### config.mk
export PLATFORM = sky130hd
export DESIGN_NAME = sfp_port_ctrl
export DESIGN_NICKNAME = d
export VERILOG_FILES = /design/src/rtl/sfp_ctrl_pkg.sv /design/src/rtl/sfp_debounce.sv /design/src/rtl/sfp_port_ctrl.sv
export SDC_FILE = /design/constraint.sdc
export NUM_CORES = 1
export LEC_CHECK = 0
export BUFFER_PORTS_ARGS = -buffer_cell sky130_fd_sc_hd__buf_2
export CELL_PAD_IN_SITES_DETAIL_PLACEMENT = 2
export CELL_PAD_IN_SITES_GLOBAL_PLACEMENT = 2
export CORE_MARGIN = 2
export CORE_UTILIZATION = 32
export CTS_BUF_LIST = sky130_fd_sc_hd__clkbuf_8
export DETAILED_ROUTE_END_ITERATION = 8
export PLACE_DENSITY = 0.74
export SLEW_MARGIN = 20
export SYNTH_ARGS = -nofsm -noshare
export SYNTH_HDL_FRONTEND = slang
export SYNTH_SLANG_ARGS = --single-unit
### constraint.sdc
create_clock -name clk -period 38.8 [get_ports clk]
set_clock_uncertainty 0.15 [all_clocks]
set_input_delay 7.76 -clock clk [delete_from_list [all_inputs] [get_ports clk]]
set_output_delay 7.76 -clock clk [all_outputs]
set_load 0.01 [all_outputs]
### src/rtl/sfp_ctrl_pkg.sv
// Shared definitions for the SFP cage manager.
//   port_state_t      : per-port link state (OFF=0, TX_ON=1, UP=2, FAULT=3)
//   FAULT_CNT_W       : width of the per-port fault entry counter
//   LOS_CNT_W         : width of the per-port LOS event counter
//   SYNC_RST_*        : reset value of each conditioned input (synchroniser
//                       flops and filtered value share it)
package sfp_ctrl_pkg;

  typedef enum logic [1:0] {
    ST_OFF   = 2'd0,
    ST_TX_ON = 2'd1,
    ST_UP    = 2'd2,
    ST_FAULT = 2'd3
  } port_state_t;

  localparam int FAULT_CNT_W = 8;
  localparam int LOS_CNT_W   = 16;

  // Reset to "no module, no light, no fault" so a cold board keeps lasers off.
  localparam logic SYNC_RST_PRSNT_N  = 1'b1;
  localparam logic SYNC_RST_LOS      = 1'b1;
  localparam logic SYNC_RST_TX_FAULT = 1'b0;

  // The laser must be dark whenever the port is idle or recovering.
  function automatic logic laser_off(input port_state_t st);
    return (st == ST_OFF) || (st == ST_FAULT);
  endfunction

endpackage

### src/rtl/sfp_debounce.sv
// One-bit input conditioner: 2-flop synchroniser followed by a debounce
// counter. The filtered output only changes after the synchronised value has
// differed from it for DEBOUNCE_CYCLES consecutive cycles.
// Ports:
//   clk  : management clock
//   rst  : asynchronous active-high reset
//   raw  : asynchronous pin
//   filt : debounced, clk-domain value
module sfp_debounce #(
  parameter int   DEBOUNCE_CYCLES = 50000,
  parameter int   CNT_W           = 20,
  parameter logic RST_VAL         = 1'b0
) (
  input  logic clk,
  input  logic rst,
  input  logic raw,
  output logic filt
);

  localparam logic [CNT_W-1:0] CNT_LAST = CNT_W'(DEBOUNCE_CYCLES - 1);

  logic             sync1_r;
  logic             sync2_r;
  logic             filt_r;
  logic [CNT_W-1:0] cnt_r;

  // Synchronise the pin and qualify any change for a full debounce window.
  always_ff @(posedge clk or posedge rst) begin
    if (rst) begin
      sync1_r <= RST_VAL;
      sync2_r <= RST_VAL;
      filt_r  <= RST_VAL;
      cnt_r   <= '0;
    end else begin
      sync1_r <= raw;
      sync2_r <= sync1_r;
      if (sync2_r != filt_r) begin
        if (cnt_r == CNT_LAST) begin
          filt_r <= sync2_r;
          cnt_r  <= '0;
        end else begin
          cnt_r <= cnt_r + CNT_W'(1);
        end
      end else begin
        cnt_r <= '0;
      end
    end
  end

  assign filt = filt_r;

endmodule

### src/rtl/sfp_port_ctrl.sv
// Per-port SFP+ cage manager. Each port debounces its module pins and runs an
// OFF / TX_ON / UP / FAULT state machine that drives TXDISABLE and reports
// link and fault status.
// Optional feature: define SFP_LOS_STATS_EN to build the per-port 16-bit
// saturating LOS event counters; otherwise los_events is tied to zero.
// Ports:
//   clk, rst     : management clock, asynchronous active-high reset
//   enable       : software request to bring each port up
//   mod_prsnt_n  : raw pins, low = module present
//   los          : raw pins, high = loss of signal
//   tx_fault     : raw pins, high = transmitter fault
//   tx_disable   : laser off (high) per port
//   rate_sel     : 2 bits per port, held at 2'b00
//   link_up      : port is UP
//   fault        : port is in FAULT holdoff
//   fault_count  : 8 bits per port, saturating count of FAULT entries
//   los_events   : 16 bits per port, saturating UP->TX_ON count
module sfp_port_ctrl
  import sfp_ctrl_pkg::*;
#(
  parameter int NUM_PORTS            = 4,
  parameter int DEBOUNCE_CYCLES      = 50000,
  parameter int FAULT_HOLDOFF_CYCLES = 500000,
  parameter int CNT_W                = 20
) (
  input  logic                             clk,
  input  logic                             rst,
  input  logic [NUM_PORTS-1:0]             enable,
  input  logic [NUM_PORTS-1:0]             mod_prsnt_n,
  input  logic [NUM_PORTS-1:0]             los,
  input  logic [NUM_PORTS-1:0]             tx_fault,
  output logic [NUM_PORTS-1:0]             tx_disable,
  output logic [2*NUM_PORTS-1:0]           rate_sel,
  output logic [NUM_PORTS-1:0]             link_up,
  output logic [NUM_PORTS-1:0]             fault,
  output logic [FAULT_CNT_W*NUM_PORTS-1:0] fault_count,
  output logic [LOS_CNT_W*NUM_PORTS-1:0]   los_events
);

  localparam logic [CNT_W-1:0] HOLD_LAST = CNT_W'(FAULT_HOLDOFF_CYCLES - 1);

  // Rate select is reserved for a later mode.
  assign rate_sel = {(2*NUM_PORTS){1'b0}};

  for (genvar i = 0; i < NUM_PORTS; i++) begin : g_port
    logic                   prsnt_n_f_s;
    logic                   los_f_s;
    logic                   fault_f_s;
    logic                   present_f_s;
    port_state_t            state_r;
    port_state_t            state_nxt_s;
    logic [CNT_W-1:0]       hold_r;
    logic [FAULT_CNT_W-1:0] fcnt_r;
    logic                   txd_r;
    logic                   up_r;
    logic                   flt_r;

    sfp_debounce #(
      .DEBOUNCE_CYCLES (DEBOUNCE_CYCLES),
      .CNT_W           (CNT_W),
      .RST_VAL         (SYNC_RST_PRSNT_N)
    ) u_db_prsnt (
      .clk  (clk),
      .rst  (rst),
      .raw  (mod_prsnt_n[i]),
      .filt (prsnt_n_f_s)
    );

    sfp_debounce #(
      .DEBOUNCE_CYCLES (DEBOUNCE_CYCLES),
      .CNT_W           (CNT_W),
      .RST_VAL         (SYNC_RST_LOS)
    ) u_db_los (
      .clk  (clk),
      .rst  (rst),
      .raw  (los[i]),
      .filt (los_f_s)
    );

    sfp_debounce #(
      .DEBOUNCE_CYCLES (DEBOUNCE_CYCLES),
      .CNT_W           (CNT_W),
      .RST_VAL         (SYNC_RST_TX_FAULT)
    ) u_db_fault (
      .clk  (clk),
      .rst  (rst),
      .raw  (tx_fault[i]),
      .filt (fault_f_s)
    );

    assign present_f_s = ~prsnt_n_f_s;

    // Next-state decode; fault outranks enable/present, which outrank LOS.
    always_comb begin
      state_nxt_s = state_r;
      case (state_r)
        ST_OFF: begin
          if (enable[i] && present_f_s && !fault_f_s) state_nxt_s = ST_TX_ON;
          else                                        state_nxt_s = ST_OFF;
        end
        ST_TX_ON: begin
          if (fault_f_s)                        state_nxt_s = ST_FAULT;
          else if (!enable[i] || !present_f_s)  state_nxt_s = ST_OFF;
          else if (!los_f_s)                    state_nxt_s = ST_UP;
          else                                  state_nxt_s = ST_TX_ON;
        end
        ST_UP: begin
          if (fault_f_s)                        state_nxt_s = ST_FAULT;
          else if (!enable[i] || !present_f_s)  state_nxt_s = ST_OFF;
          else if (los_f_s)                     state_nxt_s = ST_TX_ON;
          else                                  state_nxt_s = ST_UP;
        end
        ST_FAULT: begin
          // Holdoff ends unconditionally; OFF then waits for the fault to clear.
          if (hold_r == HOLD_LAST) state_nxt_s = ST_OFF;
          else                     state_nxt_s = ST_FAULT;
        end
        default: state_nxt_s = ST_OFF;
      endcase
    end

    // State, holdoff timer, fault counter and outputs decoded from next state
    // so every output is a flop that lines up with the state register.
    always_ff @(posedge clk or posedge rst) begin
      if (rst) begin
        state_r <= ST_OFF;
        hold_r  <= '0;
        fcnt_r  <= '0;
        txd_r   <= 1'b1;
        up_r    <= 1'b0;
        flt_r   <= 1'b0;
      end else begin
        state_r <= state_nxt_s;
        txd_r   <= laser_off(state_nxt_s);
        up_r    <= (state_nxt_s == ST_UP);
        flt_r   <= (state_nxt_s == ST_FAULT);
        if ((state_nxt_s == ST_FAULT) && (state_r != ST_FAULT)) begin
          hold_r <= '0;
          if (fcnt_r != '1) fcnt_r <= fcnt_r + FAULT_CNT_W'(1);
        end else if (state_r == ST_FAULT) begin
          hold_r <= hold_r + CNT_W'(1);
        end
      end
    end

    assign tx_disable[i] = txd_r;
    assign link_up[i]    = up_r;
    assign fault[i]      = flt_r;
    assign fault_count[FAULT_CNT_W*i +: FAULT_CNT_W] = fcnt_r;

`ifdef SFP_LOS_STATS_EN
    logic [LOS_CNT_W-1:0] los_cnt_r;

    // Count UP->TX_ON drops, saturating; cleared only by reset.
    always_ff @(posedge clk or posedge rst) begin
      if (rst) begin
        los_cnt_r <= '0;
      end else if ((state_r == ST_UP) && (state_nxt_s == ST_TX_ON) && (los_cnt_r != '1)) begin
        los_cnt_r <= los_cnt_r + LOS_CNT_W'(1);
      end
    end

    assign los_events[LOS_CNT_W*i +: LOS_CNT_W] = los_cnt_r;
`else
    assign los_events[LOS_CNT_W*i +: LOS_CNT_W] = {LOS_CNT_W{1'b0}};
`endif
  end

endmodule
==> flow_metrics.env <==
export IMPL_grt_pass1_wl_mm=89.62
export IMPL_drc=0
export IMPL_synthFlopType="dfrtp_1"
export IMPL_grt_pass1_vias=17305
export IMPL_cpMaxStageDelayCell="a41oi_1"
export IMPL_max_stage_delay_ns=0.69
export IMPL_cts_resized=0
export IMPL_max_freq_ghz=0.09984
export IMPL_drt_total_wl_mm=51.88
export IMPL_synth_yosys_seq_area_share=0.5052
export IMPL_critPathMaxFanout=13
export IMPL_cts_inserted_buffers=79
export IMPL_drv_slew=0
export IMPL_tightest_slew_ns=1.004
export IMPL_grt_setup_unrepaired="no"
export IMPL_synth_edff_count=0
export IMPL_yosysWarnings=0
export IMPL_cts_tree="done"
export IMPL_crit_buf_inv=1
export IMPL_synth_cell_types=60
export IMPL_die_h_um=255.8
export IMPL_tns_ns=0
export IMPL_port_buffers=61
export IMPL_start_util=0.3227
export IMPL_vias=15688
export IMPL_path_class="input port to flop"
export IMPL_status="finished, final reports clean"
export IMPL_period_minus_slack_ns=10.02
export IMPL_clock_latency_ns=0.66
export IMPL_syn_avg_cell_area_sq_um=10.02
export IMPL_pin_count=134
export IMPL_grt_overflow=0
export IMPL_hold_violations=0
export IMPL_clockBufferDepth=3
export IMPL_grt_use_total=0.1612
export IMPL_hold_class="flop to flop"
export IMPL_power_density_mw_per_mm2=42.21
export IMPL_cts_root_buf="clkbuf_8"
export IMPL_die_x_um=255.8
export IMPL_p_leak_nw=9.773
export IMPL_wire_per_inst_um=17.15
export IMPL_first_pass_iters=4
export IMPL_dieArea_sq_mm=0.06541
export IMPL_cts_hold_buf=0
export IMPL_place_hpwl_mm=35.47
export IMPL_area_growth_pct=12.62
export IMPL_drive_above_1_share=0.1162
export IMPL_syn_inst=2024
export IMPL_htreeDepth=3
export IMPL_fp_coreArea_sq_mm=0.06285
export IMPL_cp_end_kind="flop"
export IMPL_worstPathRequired_ns=39.19
export IMPL_drt_iter0_markers=638
export IMPL_crit_arrival_ns=10.41
export IMPL_grt_max_degree=130
export IMPL_start_kind="input port"
export IMPL_gp_congestion=0.7535
export IMPL_postCtsSetupBuffers=0
export IMPL_cts_sinks=408
export IMPL_avgViaCountPerCell=5.184
export IMPL_ys_seq_elements=408
export IMPL_cp_common_cell="nand2b_1"
export IMPL_antenna_found_initial=2
export IMPL_rows=92
export IMPL_critPathTopFamily="compound AO/OA/AOI/OAI gates"
export IMPL_maxCapViolCount=0
export IMPL_final_antenna_net_count=0
export IMPL_syn_area_sq_mm=0.02028
export IMPL_ir_drop_mv=0.02366
export IMPL_cp_cell_sequence="buf_2, nand2b_1, o21ai_0, o31a_1, ha_1, nand2b_1, a41oi_1, mux2_2"
export IMPL_synthArstFlopShare=1.000
export IMPL_clkSlewWorstSetupHoldPaths_ns=0.06
export IMPL_holdWs_ns=0.1960
export IMPL_max_slew_margin_rel=0.3310
export IMPL_setup_viol=0
export IMPL_nets=2168
export IMPL_period_share=0.2582
==> synthesized netlist by cell type (all sizes together) (6+ instances only) <==
cell type / count / share of area
dfrtp: 380 / 0.47
nor2: 197 / 0.036
nand2: 143 / 0.026
nand3: 116 / 0.029
nand4: 104 / 0.032
xor2: 94 / 0.041
buf: 88 / 0.032
xnor2: 86 / 0.037
a21oi: 81 / 0.020
o21ai: 78 / 0.019
inv: 56 / 0.010
o31ai: 56 / 0.021
clkbuf: 51 / 0.0095
and3: 49 / 0.015
nor4: 45 / 0.014
or3: 45 / 0.014
or4: 42 / 0.016
ha: 36 / 0.022
mux2i: 33 / 0.016
nor3: 32 / 0.0079
and4: 28 / 0.012
dfstp: 28 / 0.036
mux2: 20 / 0.011
nor4b: 17 / 0.0073
and2: 16 / 0.0049
o211ai: 16 / 0.0059
nand2b: 13 / 0.0040
a41oi: 9 / 0.0039
nor2b: 9 / 0.0028
o41ai: 7 / 0.0039
or2: 7 / 0.0022
o21a: 6 / 0.0022
o311ai: 6 / 0.0026
==> sequential cells by signal, summed over array words and instances (netlist names), 8 cells and up <==
register                 flops
g_port.u_db_los.cnt_r       80
g_port.fcnt_r               32
g_port.u_db_fault.cnt_r     80
g_port.u_db_prsnt.cnt_r     80
g_port.hold_r               80
g_port.state_r               8
==> layout by cell type, fill, tap and decap left out, types with 13 or more instances in the layout <==
cell,n
a21oi_1,81
and2_1,16
and3_1,48
and4_1,28
buf_2,61
buf_4,15
clkbuf_8,93
conb_1,72
dfrtp_1,380
dfstp_2,28
ha_1,36
inv_1,91
mux2_2,20
mux2i_1,33
nand2_1,143
nand2b_1,13
nand3_1,116
nand4_1,103
nor2_1,197
nor3_1,32
nor4_1,45
nor4b_1,17
o211ai_1,16
o21ai_0,70
o31ai_1,54
or3_1,42
or4_1,42
xnor2_1,86
xor2_1,94
==> where the power goes <==
part	internal, mW	switching [mW]
Sequential	0.442	0.0159
Combinational	0.0206	0.0402
Clock	0.251	0.195
Total	0.713	0.251
==> path summary, 6_finish.rpt <==
kind,depth (start not counted),slack [ns],startpoint,endpoint
setup / recovery,8,28.78,enable[1],g_port[1].fcnt_r[1]
max in group asynchronous,4,29.05,rst,g_port[1].fcnt_r[2]
hold / removal,0,0.20,g_port[0].u_db_fault.sync1_r,g_port[0].u_db_fault.sync2_r
setup reg to reg,7,35.35,g_port[1].state_r[0],g_port[1].fcnt_r[1]
min in group asynchronous,2,7.12,rst,g_port[0].u_db_prsnt.cnt_r[2]
hold reg to reg,0,0.20,g_port[0].u_db_fault.sync1_r,g_port[0].u_db_fault.sync2_r
==> cell type report <==
class                      instances  area [sq um]
clock inverter                    52         351.6
multi-input combinational       1492          9254
fill                            6869         40010
sequential                       408         10240
inverter                          56         217.7
tap                              846          1059
clock buffer                      93          1280
antenna                            2         5.005
timing repair buffer              77         429.2
==> metal layers <==
| metal | global-route usage | vias to the layer above | part of all wire |
|---|---|---|---|
| met5 | 0 | - | 0 |
| met4 | 0.04532 | 0 | 0.019 |
| met3 | 0.03119 | 78 | 0.032 |
| met2 | 0.2734 | 185 | 0.50 |
| met1 | 0.2092 | 8082 | 0.45 |
| li1 | - | 7343 | - |
==> metrics by stage <==
step                utilization  std cells  setup WS (ns)  power, mW  cell area [sq um]
global route             0.3634       3026          28.55      1.013              22840
finish                   0.3634       3026          28.78     0.9642              22840
CTS                      0.3632       3023          28.80     0.9851              22820
detailed placement       0.3372       2878          28.11     0.5267              21190
global placement         0.3372       2878          28.22     0.5214              21190
floorplan                     -       2095          19.59     0.5094              20550
==> logic make-up (layout without fill, tap and decap cells) <==
group / count (synthesis) / count (layout) / share of synthesized area
DFF: 408 / 408 / 0.5052
and+or+nand+nor: 869 / 869 / 0.2266
muxes: 53 / 53 / 0.02739
xor gates and xnor gates: 180 / 180 / 0.07773
buffers and inverters: 195 / 278 / 0.05207
adders and majority gates: 36 / 36 / 0.02221
AOI/OAI and AO/OA: 282 / 282 / 0.08865
other: 1 / 74 / 0.0001849
Power figures use the tool's default switching activity.
